<file path="src/rtl/can_pkg.sv">
// Shared types and widths for the CAN transmit mailbox scheduler.
package can_pkg;

  localparam int CAN_ID_W  = 29;
  localparam int CAN_DLC_W = 4;

  typedef enum logic [2:0] {
    ST_IDLE  = 3'd0,
    ST_ARB   = 3'd1,
    ST_START = 3'd2,
    ST_WAIT  = 3'd3
  } can_state_e;

endpackage

</file>
<file path="src/rtl/can_mb_prio_sel.sv">
// Combinational priority selector: lowest identifier among pending mailboxes,
// lowest index on equal identifiers.
module can_mb_prio_sel
  import can_pkg::*;
#(
  parameter int NUM_MB = 4,
  parameter int IDX_W  = $clog2(NUM_MB)
) (
  input  logic [NUM_MB-1:0]               pend_i,
  input  logic [NUM_MB-1:0][CAN_ID_W-1:0] id_i,
  output logic                            valid_o,
  output logic [IDX_W-1:0]                idx_o,
  output logic [CAN_ID_W-1:0]             id_o
);

  logic take_s;

  // Linear scan; strict less-than keeps the earlier index on a tie.
  always_comb begin
    valid_o = 1'b0;
    idx_o   = '0;
    id_o    = '0;
    take_s  = 1'b0;
    for (int i = 0; i < NUM_MB; i++) begin
      take_s  = pend_i[i] && (!valid_o || (id_i[i] < id_o));
      idx_o   = take_s ? IDX_W'(i) : idx_o;
      id_o    = take_s ? id_i[i] : id_o;
      valid_o = valid_o | pend_i[i];
    end
  end

endmodule

</file>
<file path="src/rtl/can_tx_mailbox_sched.sv">
// CAN TX mailbox scheduler: picks the highest-priority pending mailbox and hands it
// to the frame transmitter. Optional retry limit enabled by CAN_MB_RETRY_LIMIT_EN.
module can_tx_mailbox_sched
  import can_pkg::*;
#(
  parameter int NUM_MB    = 4,
  parameter int RETRY_MAX = 8,
  parameter int DATA_W    = 64
) (
  input  logic                      clk_i,
  input  logic                      rst_i,
  input  logic                      mb_wr_i,
  input  logic [$clog2(NUM_MB)-1:0] mb_wr_idx_i,
  input  logic [CAN_ID_W-1:0]       mb_id_i,
  input  logic [CAN_DLC_W-1:0]      mb_dlc_i,
  input  logic [DATA_W-1:0]         mb_data_i,
  input  logic [NUM_MB-1:0]         mb_abort_i,
  input  logic                      bus_idle_i,
  input  logic                      tx_ack_i,
  input  logic                      tx_lost_i,
  output logic                      tx_start_o,
  output logic [CAN_ID_W-1:0]       tx_id_o,
  output logic [CAN_DLC_W-1:0]      tx_dlc_o,
  output logic [DATA_W-1:0]         tx_data_o,
  output logic [NUM_MB-1:0]         mb_pending_o,
  output logic                      wr_rej_o,
  output logic                      done_o,
  output logic [$clog2(NUM_MB)-1:0] done_idx_o,
  output logic                      err_o,
  output logic [$clog2(NUM_MB)-1:0] err_idx_o,
  output logic [2:0]                state_o
);

  localparam int IDX_W = $clog2(NUM_MB);

  // An out-of-range configuration elaborates this marker block.
  if (NUM_MB < 2 || NUM_MB > 16 || RETRY_MAX < 1) begin : g_bad_params
  end

  can_state_e                        state_q, state_d;
  logic [NUM_MB-1:0]                 pend_q, pend_d;
  logic [NUM_MB-1:0][CAN_ID_W-1:0]   id_q, id_d;
  logic [NUM_MB-1:0][CAN_DLC_W-1:0]  dlc_q, dlc_d;
  logic [NUM_MB-1:0][DATA_W-1:0]     data_q, data_d;
  logic [IDX_W-1:0]                  cur_q, cur_d;
  logic                              abort_q, abort_d;
  logic                              tx_start_q, tx_start_d;
  logic [CAN_ID_W-1:0]               tx_id_q, tx_id_d;
  logic [CAN_DLC_W-1:0]              tx_dlc_q, tx_dlc_d;
  logic [DATA_W-1:0]                 tx_data_q, tx_data_d;
  logic                              wr_rej_q, wr_rej_d;
  logic                              done_q, done_d;
  logic [IDX_W-1:0]                  done_idx_q, done_idx_d;

  logic                              sel_valid_s;
  logic [IDX_W-1:0]                  sel_idx_s;
  logic [CAN_ID_W-1:0]               sel_id_s;
  logic                              in_flight_s;
  logic                              wr_hit_s;
  logic                              wr_ok_s;
  logic                              launch_s;
  logic                              fin_s;
  logic                              fin_abort_s;
  logic                              limit_hit_s;
  logic                              drop_s;

  can_mb_prio_sel #(
    .NUM_MB (NUM_MB),
    .IDX_W  (IDX_W)
  ) u_prio_sel (
    .pend_i  (pend_q),
    .id_i    (id_q),
    .valid_o (sel_valid_s),
    .idx_o   (sel_idx_s),
    .id_o    (sel_id_s)
  );

  // The latched winner is "in flight" from START until its completion pulse.
  assign in_flight_s = (state_q == ST_START) || (state_q == ST_WAIT);
  assign wr_hit_s    = mb_wr_i && in_flight_s && (mb_wr_idx_i == cur_q);
  assign wr_ok_s     = mb_wr_i && !wr_hit_s &&
                       ({1'b0, mb_wr_idx_i} < (IDX_W+1)'(NUM_MB));
  assign launch_s    = (state_q == ST_ARB) && sel_valid_s;
  assign fin_s       = (state_q == ST_WAIT) && (tx_ack_i || tx_lost_i);
  assign fin_abort_s = abort_q || mb_abort_i[cur_q];
  assign drop_s      = fin_s && (tx_ack_i || fin_abort_s || limit_hit_s);

`ifdef CAN_MB_RETRY_LIMIT_EN
  localparam int                 RTRY_W    = $clog2(RETRY_MAX + 1);
  localparam logic [RTRY_W-1:0]  RETRY_SAT = RTRY_W'(RETRY_MAX);

  logic [NUM_MB-1:0][RTRY_W-1:0] retry_q, retry_d;
  logic [RTRY_W-1:0]             retry_inc_s;
  logic                          err_q, err_d;
  logic [IDX_W-1:0]              err_idx_q, err_idx_d;

  assign retry_inc_s = (retry_q[cur_q] == RETRY_SAT) ? RETRY_SAT
                                                     : retry_q[cur_q] + RTRY_W'(1);
  assign limit_hit_s = (retry_inc_s == RETRY_SAT);

  // Retry bookkeeping: bump on a plain loss, clear on an accepted write.
  always_comb begin
    retry_d   = retry_q;
    retry_d[cur_q] = (fin_s && !tx_ack_i && !fin_abort_s) ? retry_inc_s : retry_q[cur_q];
    if (wr_ok_s) begin
      retry_d[mb_wr_idx_i] = '0;
    end else begin
      retry_d[mb_wr_idx_i] = retry_d[mb_wr_idx_i];
    end
    err_d     = fin_s && !tx_ack_i && !fin_abort_s && limit_hit_s;
    err_idx_d = err_d ? cur_q : '0;
  end

  // Retry counters and error pulse registers.
  always_ff @(posedge clk_i) begin
    if (rst_i) begin
      retry_q   <= '0;
      err_q     <= 1'b0;
      err_idx_q <= '0;
    end else begin
      retry_q   <= retry_d;
      err_q     <= err_d;
      err_idx_q <= err_idx_d;
    end
  end

  assign err_o     = err_q;
  assign err_idx_o = err_idx_q;
`else
  assign limit_hit_s = 1'b0;
  assign err_o       = 1'b0;
  assign err_idx_o   = '0;
`endif

  // Next state plus the launch-time latch of the transmitted frame.
  always_comb begin
    state_d = state_q;
    case (state_q)
      ST_IDLE:  state_d = ((|pend_q) && bus_idle_i) ? ST_ARB : ST_IDLE;
      ST_ARB:   state_d = sel_valid_s ? ST_START : ST_IDLE;
      ST_START: state_d = ST_WAIT;
      ST_WAIT:  state_d = (tx_ack_i || tx_lost_i) ? ST_IDLE : ST_WAIT;
      default:  state_d = ST_IDLE;
    endcase
    tx_start_d = launch_s;
    tx_id_d    = launch_s ? sel_id_s          : tx_id_q;
    tx_dlc_d   = launch_s ? dlc_q[sel_idx_s]  : tx_dlc_q;
    tx_data_d  = launch_s ? data_q[sel_idx_s] : tx_data_q;
    cur_d      = launch_s ? sel_idx_s         : cur_q;
    abort_d    = launch_s ? 1'b0 : (abort_q || (in_flight_s && mb_abort_i[cur_q]));
    wr_rej_d   = wr_hit_s;
    done_d     = fin_s && tx_ack_i;
    done_idx_d = done_d ? cur_q : '0;
  end

  // Pending flags: immediate abort unless in flight, completion drop, write wins last.
  always_comb begin
    pend_d = pend_q;
    for (int i = 0; i < NUM_MB; i++) begin
      pend_d[i] = pend_q[i] & ~(mb_abort_i[i] & ~(in_flight_s && (IDX_W'(i) == cur_q)));
    end
    pend_d[cur_q] = pend_d[cur_q] & ~drop_s;
    if (wr_ok_s) begin
      pend_d[mb_wr_idx_i] = 1'b1;
    end else begin
      pend_d[mb_wr_idx_i] = pend_d[mb_wr_idx_i];
    end
  end

  // Mailbox contents, loaded by accepted writes only.
  always_comb begin
    id_d   = id_q;
    dlc_d  = dlc_q;
    data_d = data_q;
    if (wr_ok_s) begin
      id_d[mb_wr_idx_i]   = mb_id_i;
      dlc_d[mb_wr_idx_i]  = mb_dlc_i;
      data_d[mb_wr_idx_i] = mb_data_i;
    end else begin
      id_d = id_q;
    end
  end

  // Mailbox payload storage carries no reset; the pending flag gates its use.
  always_ff @(posedge clk_i) begin
    id_q   <= id_d;
    dlc_q  <= dlc_d;
    data_q <= data_d;
  end

  // Control state and registered outputs.
  always_ff @(posedge clk_i) begin
    if (rst_i) begin
      state_q    <= ST_IDLE;
      pend_q     <= '0;
      cur_q      <= '0;
      abort_q    <= 1'b0;
      tx_start_q <= 1'b0;
      tx_id_q    <= '0;
      tx_dlc_q   <= '0;
      tx_data_q  <= '0;
      wr_rej_q   <= 1'b0;
      done_q     <= 1'b0;
      done_idx_q <= '0;
    end else begin
      state_q    <= state_d;
      pend_q     <= pend_d;
      cur_q      <= cur_d;
      abort_q    <= abort_d;
      tx_start_q <= tx_start_d;
      tx_id_q    <= tx_id_d;
      tx_dlc_q   <= tx_dlc_d;
      tx_data_q  <= tx_data_d;
      wr_rej_q   <= wr_rej_d;
      done_q     <= done_d;
      done_idx_q <= done_idx_d;
    end
  end

  assign tx_start_o   = tx_start_q;
  assign tx_id_o      = tx_id_q;
  assign tx_dlc_o     = tx_dlc_q;
  assign tx_data_o    = tx_data_q;
  assign mb_pending_o = pend_q;
  assign wr_rej_o     = wr_rej_q;
  assign done_o       = done_q;
  assign done_idx_o   = done_idx_q;
  assign state_o      = state_q;

endmodule

</file>
<file path="config.mk">
export PLATFORM = sky130hd
export DESIGN_NAME = can_tx_mailbox_sched
export DESIGN_NICKNAME = d
export VERILOG_FILES = /design/src/rtl/can_pkg.sv /design/src/rtl/can_mb_prio_sel.sv /design/src/rtl/can_tx_mailbox_sched.sv
export SDC_FILE = /design/constraint.sdc
export NUM_CORES = 1
export LEC_CHECK = 0
export ABC_CLOCK_PERIOD_IN_PS = 24400
export BUFFER_PORTS_ARGS = -buffer_cell sky130_fd_sc_hd__buf_4
export CORE_MARGIN = 2
export CORE_UTILIZATION = 30
export CTS_BUF_LIST = sky130_fd_sc_hd__clkbuf_4 sky130_fd_sc_hd__clkbuf_8 sky130_fd_sc_hd__clkbuf_16
export CTS_CLUSTER_SIZE = 28
export DETAILED_ROUTE_END_ITERATION = 10
export SLEW_MARGIN = 20
export SYNTH_ARGS = -nofsm -noshare
export SYNTH_HDL_FRONTEND = slang
export SYNTH_SLANG_ARGS = --single-unit
</file>
<file path="constraint.sdc">
create_clock -name clk_i -period 24.4 [get_ports clk_i]
set_input_delay 4.88 -clock clk_i [delete_from_list [all_inputs] [get_ports clk_i]]
set_output_delay 4.88 -clock clk_i [all_outputs]
set_load 0.02 [all_outputs]
</file>
==> summary.txt, run 1 <==
Floorplanning
  • Die width: 262 µm
  • DIE AREA: 68,500 µm²
  • Initial Util: 0.303
  • # IOs: 221
  • Die Y: 262 µm
  • Floorplan core area: 65,700 µm²
  • Num rows: 94

Critical path
  • Setup CP Type: register to register
  • Crit Path Max Fanout: 60
  • Worst setup SP type: register
  • Crit path max-delay cell type: nand2b_1
  • Crit path DAT: 10.84 ns
  • Crit path largest cell delay: 0.76 ns
  • CP required: 24.86 ns
  • CP Capture Type: register

Clock network
  • Clock Path Buffers: 3
  • Cts hold-fix bufs: 0
  • Register clock-pin slew on the reported worst setup and hold paths: 0.06 ns
  • Postcts setup bufs: 0
  • Root Driver: clkbuf_16
  • Clk sinks: 499
  • Post_cts resized: 0
  • CTS tree: done
  • Clock Latency Late Sink: 0.61 ns
  • CTS Buf Count: 54
  • H-tree levels: 2

Logic synthesis
  • Post-Synth XOR/XNOR Area: 0.00132
  • Synth Area in Simple Gates: 0.0513
  • Synth Area in Adders: 0.0509
  • Mux cell area share after synthesis: 0.0363
  • Compound-Gate Fraction of Synth Area: 0.128
  • Synthesis Warnings: 0
  • Sequential fraction of the synthesis area: 0.696
  • Seq cells post-synth: 499
  • Largest family of logic cells by synthesized area: compound AO/OA/AOI/OAI gates
  • Post-synth ARST share: 0
  • Synthesized instance count: 1,390
  • EDFF count, synth: 388
  • Main synth FF type: edfxtp_1
  • Synth unique cells: 65
  • Cell Area, Synth: 19,900 µm²
  • Synthesized area per cell: 14.3 µm²

Routing
  • Vias/cell: 4.84
  • Antenna Violating Nets Remaining: 0
  • Total number of vias: 12,200
  • Drt initial violations: 848
  • DRC viols: 0
  • DR WL/cell: 19.9 µm
  • Final wirelength: 50,300 µm
  • DRT Pass-1 Iters: 5

STA
  • RSZ-0062 raised after global routing: false
  • Hold Vio Cnt, Final: 0
  • PnR worst setup slack: 14.02 ns
  • Layout Skew: 0.0268 ns
  • Hold Slack: 0.467 ns
  • Final Critical Period: 10.38 ns
  • Fmax: 0.0963 GHz
  • Setup TNS: 0 ns
  • Max-slew violations: 0
  • Final setup fails: 0
  • Slew margin rel.: 0.355
  • Slew at the pin closest to its max-slew limit: 0.967 ns
  • Period utilisation layout: 0.425

Global routing
  • Largest net degree at the start of global routing: 89
  • Vias in the first global route: 12,500
  • GR Overflow Total: 0
  • First-pass GRT wire length: 75,000 µm
  • Antenna violations before repair: 3
  • GRT Resource Usage Total: 0.144

Layout
  • Filler cell count: 6,138
  • Area Overhead vs Synth: 22.3%
  • Diode count: 0
  • Fraction of layout cells with a size suffix above 1: 0.226
  • Util after Layout: 0.371
  • Final nets: 1,802

Placed design
  • Count of input and output buffers: 216
  • DP HPWL: 31,900 µm
  • Pre-CTS setup slack: 14.00 ns
  • RePlAce Congestion: 0.837

Pwr
  • LEAKAGE: 0.00940 µW
  • PwrDens: 78.0 nW/µm²
  • VDD IR-drop max: 0.0000619 V
  • Total power: 1900 µW

Status
  • Status: completed

Run
  • MaxCap Viol Count: 0

Hold path
  • Hold Crit Class: register to register
[final timing paths]
check,from,endpoint,slack [ns],cells after the start
min reg2reg,tx_id_o[9],tx_id_o[9],0.47,2
min,tx_id_o[9],tx_id_o[9],0.47,2
max,mb_pending_o[0],tx_id_o[28],14.02,37
max reg2reg,mb_pending_o[0],tx_id_o[28],14.02,37
[worst max-delay path: cells and delay by family (launching register included)]
kind | cells | cell delay [ns]
AND/OR/NAND/NOR | 6 | 1.98
AO/OA/AOI/OAI | 22 | 4.65
flip-flops | 1 | 0.64
buffers and inverters | 6 | 1.97
adder cells (fa/ha/maj) | 3 | 0.93
[registers in the layout, indices dropped and copies added, names as in the netlist, 2 cells and up]
signal	cells
tx_dlc_o	4
state_o	2
done_idx_o	2
tx_data_o	64
mb_pending_o	4
cur_q	2
dlc_q	16
tx_id_o	29
id_q	116
data_q	256
[where the power goes]
part / internal [µW] / switching [µW]
clock network: 492 / 336
registers: 943 / 9.58
logic: 45.2 / 77.3
[kinds of logic (layout without fill, tap and decap cells)]
family,count (synthesis),count (layout)
fa+ha+maj,81,81
flops,499,499
simple gates,229,229
mux,71,71
compound gates,334,334
buf+inv,172,437
xor+xnor,3,3
other cells,1,4
[cell usage after synthesis, types with 3 or more instances]
library cell,number,area [µm²]
edfxtp_1,388,11700
dfxtp_1,111,2220
nand2_1,105,394
inv_1,100,375
ha_1,81,1010
mux2i_1,70,701
a22oi_1,69,518
o221ai_1,68,596
a21oi_1,58,290
nor2_1,55,206
o21ai_0,48,240
clkbuf_1,45,169
o221ai_2,20,300
a21o_1,19,143
nand4_1,17,106
buf_2,12,60.1
nand3_1,12,60.1
nor3_1,12,60.1
a211oi_1,7,52.6
buf_4,7,52.6
o211ai_1,6,45.0
nand2b_1,5,31.3
a311oi_1,4,35.0
buf_1,4,15.0
buf_6,4,45.0
nor2b_1,4,25.0
a31o_2,3,26.3
and3_1,3,18.8
o21a_1,3,22.5
o21bai_1,3,22.5
or3b_1,3,26.3
xnor2_1,3,26.3
[placed cells by master, fill, tap and decap left out, drive strengths merged, types with 9 or more instances in the layout]
master and count:
mux2i 70, a211oi 9, ha 81, o221ai 88
inv 103, nor3 12, buf 235, a21o 19
dfxtp 111, clkinv 13, nand4 17, nor2 55
nand2 106, edfxtp 388, a22oi 69, o21ai 51
a21oi 58, clkbuf 77, nand3 12
[final cells by class]
type                       count  area, µm²  share of cell area
sequential                   499      13900               0.569
multi-input combinational    722       5430               0.223
timing repair buffer         235       1760              0.0724
clock buffer                  77       1600              0.0655
tap                          864       1080              0.0443
inverter                     100        378              0.0155
clock inverter                25        260              0.0107
[through the flow]
step | instances | cell area, µm²
finish | 2522 | 24400
global placement | 2420 | 22500
floorplan | 1393 | 19900
global route | 2522 | 24400
CTS | 2522 | 24400
detailed placement | 2420 | 22500
[routing by layer]
| metal | track usage | wire length (µm) |
|---|---|---|
| met5 | 0 | 35 |
| met2 | 0.254 | 25000 |
| met1 | 0.174 | 20700 |
| met4 | 0.0372 | 945 |
| met3 | 0.0406 | 3640 |
Note: power is estimated with default switching activity, not from simulation.
==> run 2: changes to the inputs <==
Settings changed: ABC_CLOCK_PERIOD_IN_PS 24400 to 8800.
Clock period 24.4 ns to 8.8 ns, I/O delays scaled along.
==> run 2 against run 1 <==
Compared with the run above: clock power grew to 2.9 times the previous value; total power grew to 2.8 times the previous value; sequential power grew to 2.8 times the previous value; fmax grew 28%; clock skew grew 0.0066 ns; register-to-register slack lost 13 ns; cell count grew 0.63%; critical path depth shrank 3; count of clock-buffer cells in the layout is the same; worst hold slack gained 0.0026 ns; largest cell class unchanged.
==> summary.txt, run 2 (synthesized netlist as in run 1, its figures left out) <==
STA
  • Layout Skew: 0.0334 ns
  • Fmax: 0.123 GHz
  • Max-slew violations: 0
  • Final Critical Period: 8.11 ns
  • Hold Slack: 0.470 ns
  • Period utilisation layout: 0.922
  • Slew at the pin closest to its max-slew limit: 0.996 ns
  • Hold Vio Cnt, Final: 0
  • RSZ-0062 raised after global routing: false
  • Final setup fails: 0
  • Setup TNS: 0 ns
  • Slew margin rel.: 0.334

Placed design
  • RePlAce Congestion: 0.835
  • Placed cell count: 2,434
  • DP HPWL: 32,400 µm
  • Count of input and output buffers: 216

Global routing
  • Antenna violations before repair: 3
  • GR Overflow Total: 0
  • GRT Resource Usage Total: 0.148
  • GR Layer Usage met2: 0.253
  • Met3 Track Usage GR: 0.0362
  • Largest net degree at the start of global routing: 99
  • Met1 usage: 0.184
  • First-pass GRT wire length: 76,600 µm
  • Most Crowded Layer GR: met2
  • Vias in the first global route: 12,800

Critical path
  • CP Capture Type: register
  • Setup CP Type: register to register
  • Crit path largest cell delay: 0.51 ns
  • Crit Path Max Fanout: 33
  • Crit path max-delay cell type: dfxtp_4
  • Most used cell, CP: a21oi_1
  • Crit path DAT: 8.56 ns
  • Worst setup SP type: register
  • CP required: 9.25 ns

Clock network
  • Clock Path Buffers: 3
  • Clock Latency Late Sink: 0.62 ns
  • Register clock-pin slew on the reported worst setup and hold paths: 0.06 ns
  • Clk sinks: 499
  • Post_cts resized: 0
  • Root Driver: clkbuf_16
  • Postcts setup bufs: 0
  • CTS Buf Count: 55
  • CTS tree: done
  • H-tree levels: 2
  • Cts hold-fix bufs: 0

Floorplanning
  • Die width: 262 µm
  • Num rows: 94
  • Initial Util: 0.303
  • DIE AREA: 68,500 µm²
  • Die Y: 262 µm
  • Floorplan core area: 65,700 µm²
  • # IOs: 221

Layout
  • Final std cells w/o fill: 2,538
  • Highest-count cells in the layout ignoring fill and taps: edfxtp_1, buf_4, dfxtp_1
  • Diode count: 0
  • Max reg flops: 256
  • Area Overhead vs Synth: 24.0%
  • Fraction of layout cells with a size suffix above 1: 0.235
  • Commonest non-fill, non-tap cell in the layout: edfxtp_1
  • Largest register by flop count: data_q
  • Final nets: 1,818

Pwr
  • PwrDens: 217 nW/µm²
  • LEAKAGE: 0.00958 µW
  • VDD IR-drop max: 0.000156 V

Routing
  • Final wirelength: 51,200 µm
  • Vias/cell: 4.87
  • DRT Pass-1 Iters: 5
  • Total number of vias: 12,400
  • Drt initial violations: 812
  • Antenna Violating Nets Remaining: 0
  • DRC viols: 0
  • DR WL/cell: 20.2 µm

Status
  • Status: completed

Hold path
  • Hold Crit Class: register to register

Run
  • MaxCap Viol Count: 0
-- run 2: final timing paths --
kind                   start      endpoint  slack, ns  depth (start not counted)
min              data_q[136]  tx_data_o[8]       0.47                          2
max          mb_pending_o[0]    tx_id_o[1]       0.69                         34
min reg2reg      data_q[136]  tx_data_o[8]       0.47                          2
max reg2reg  mb_pending_o[0]    tx_id_o[1]       0.69                         34
-- run 2: final cells by class --
class | count | area [µm²]
Clock buffer | 77 | 1580
Sequential cell | 499 | 13900
Fill cell | 6155 | 41000
Multi-Input combinational cell | 722 | 5430
Tap cell | 864 | 1080
Clock inverter | 26 | 357
Inverter | 100 | 378
Timing Repair Buffer | 250 | 2010
-- run 2: stage by stage --
stage               total power, µW   util  setup WS [ns]  area (µm²)
finish                         5370  0.376          0.689       24700
global route                   5580  0.376         0.0331       24700
CTS                            5440  0.376          0.236       24700
detailed placement             3040  0.346          0.262       22800
global placement               3030  0.346          0.396       22700
floorplan                      2880      -          0.587       19900
-- run 2: report_power, final --
part	switching [µW]	internal, µW	total, µW
sequential	27.7	2610	2640
clock	958	1420	2380
combinational	217	132	348
-- run 2: critical path, delay by kind of cell, from the launching register on --
family	cells	cell delay, ns
flops	1	0.51
buf+inv	4	0.95
simple gates	6	1.06
compound gates	21	4.54
fa+ha+maj	3	0.89
-- run 2: per-layer routing --
metal,wire (µm),vias up
met5,41,-
met4,1280,6
met3,3030,85
met2,25100,323
met1,21600,6114
li1,-,5829
==> run 3: changes to the inputs <==
Settings changed: CTS_BUF_LIST sky130_fd_sc_hd__clkbuf_4 sky130_fd_sc_hd__clkbuf_8 sky130_fd_sc_hd__clkbuf_16 to default.
==> run 3 against run 2 <==
Compared with the run above: total power down 0.85%; largest cell class unchanged; flip-flop and latch count stayed put; design area shrank 0.24%; non-clock buffer count did not move; first-iteration DRC count fell by 4.2%; sequential power about the same; cell count is the same; critical path depth is the same; worst hold slack about the same; fmax is essentially flat; combinational power is essentially flat.
==> summary.txt, run 3 (synthesized netlist as in run 1, its figures left out) <==
STA
  • Final setup fails: 0
  • Slew margin rel.: 0.313
  • Max-slew violations: 0
  • Layout Skew: 0.0346 ns
  • RSZ-0062 raised after global routing: false
  • Slew at the pin closest to its max-slew limit: 1.03 ns
  • PnR worst setup slack: 0.694 ns
  • Fmax: 0.123 GHz
  • Final Critical Period: 8.11 ns
  • Hold Vio Cnt, Final: 0
  • Setup TNS: 0 ns
  • Period utilisation layout: 0.921

Placed design
  • Pre-CTS setup slack: 0.262 ns
  • RePlAce Congestion: 0.835
  • DP HPWL: 32,400 µm
  • Count of input and output buffers: 216

Global routing
  • Met3 Track Usage GR: 0.0359
  • Antenna violations before repair: 3
  • GRT Resource Usage Total: 0.148
  • GR Overflow Total: 0
  • Met1 usage: 0.184
  • Largest net degree at the start of global routing: 99
  • Vias in the first global route: 12,800
  • First-pass GRT wire length: 76,500 µm
  • Most Crowded Layer GR: met2
  • GR Layer Usage met2: 0.254

Routing
  • Antenna Violating Nets Remaining: 0
  • Vias/cell: 4.87
  • Total number of vias: 12,400
  • DR WL/cell: 20.2 µm
  • DRT Pass-1 Iters: 5
  • Drt initial violations: 778
  • Final wirelength: 51,200 µm
  • DRC viols: 0

Critical path
  • Crit path max-delay cell type: dfxtp_4
  • Register-to-Register Setup Slack: 0.69 ns
  • Crit path largest cell delay: 0.51 ns
  • Crit path max-delay family: compound AO/OA/AOI/OAI gates
  • CP Capture Type: register
  • Worst setup SP type: register
  • Crit Path Max Fanout: 33
  • Setup CP Type: register to register
  • Crit path DAT: 8.55 ns
  • CP required: 9.25 ns
  • Most used cell, CP: a21oi_1
  • CP bufs+invs: 4

Clock network
  • CTS Buf Count: 55
  • Clk sinks: 499
  • Clock Path Buffers: 3
  • Register clock-pin slew on the reported worst setup and hold paths: 0.06 ns
  • CTS tree: done
  • Clock Latency Late Sink: 0.62 ns
  • Postcts setup bufs: 0
  • Root Driver: clkbuf_16
  • H-tree levels: 2

Floorplanning
  • Die Y: 262 µm
  • Num rows: 94
  • Initial Util: 0.303
  • DIE AREA: 68,500 µm²
  • # IOs: 221
  • Floorplan core area: 65,700 µm²
  • Die width: 262 µm

Pwr
  • LEAKAGE: 0.00953 µW
  • PwrDens: 216 nW/µm²
  • VDD IR-drop max: 0.000156 V

Layout
  • Util after Layout: 0.375
  • Filler cell count: 6,162
  • Area Overhead vs Synth: 23.7%
  • Largest register by flop count: data_q
  • Max reg flops: 256
  • Diode count: 0
  • Highest-count cells in the layout ignoring fill and taps: edfxtp_1, buf_4, dfxtp_1
  • Final nets: 1,818
  • Commonest non-fill, non-tap cell in the layout: edfxtp_1
  • Fraction of layout cells with a size suffix above 1: 0.226

Status
  • Status: completed

Run
  • MaxCap Viol Count: 0

Hold path
  • Hold Crit Class: register to register
run 3: per-layer routing:
metal  wire, µm  up-vias
li1           -     5829
met1      21600     6155
met2      25300      296
met3       2970       85
met4       1290        6
met5         41        -
run 3: worst paths after layout:
check	startpoint	endpoint	cells past startpoint
max reg2reg	mb_pending_o[0]	tx_id_o[1]	34
max	mb_pending_o[0]	tx_id_o[1]	34
min reg2reg	data_q[136]	tx_data_o[8]	2
min	data_q[136]	tx_data_o[8]	2
run 3: timing repair:
item,in CTS,in global routing
hold buffers,0,0
setup endpoints to repair,0,97
gates resized for setup,0,3
run 3: report_power, final:
part / switching (µW) / internal, µW
logic: 217 / 132
registers: 27.7 / 2610
clock network: 962 / 1370
run 3: layout make-up:
cell class,instances,area [µm²],area share
multi-input cells,722,5430,0.220
inverters,100,378,0.0153
clock inverters,26,357,0.0145
well taps,864,1080,0.0438
repair buffers,250,2010,0.0817
clock buffers,77,1520,0.0616
flip-flops and latches,499,13900,0.563
run 3: per-stage QoR:
stage | hold WS, ns | total power, µW | instances | instance area, µm²
after floorplan | 0.449 | 2880 | 1393 | 19900
after CTS | 0.471 | 5390 | 2537 | 24600
after detailed placement | 0.451 | 3040 | 2434 | 22800
final | 0.470 | 5320 | 2538 | 24700
after global placement | 0.453 | 3030 | 2433 | 22700
after global routing | 0.487 | 5530 | 2538 | 24700
run 3: worst reg2reg max path, delay by kind of cell, from the launching register on:
| kind | cells | cell delay, ns |
|---|---|---|
| DFF | 1 | 0.51 |
| buffers and inverters | 4 | 0.96 |
| and+or+nand+nor | 6 | 1.08 |
| adders and majority gates | 3 | 0.89 |
| AOI/OAI and AO/OA | 21 | 4.55 |
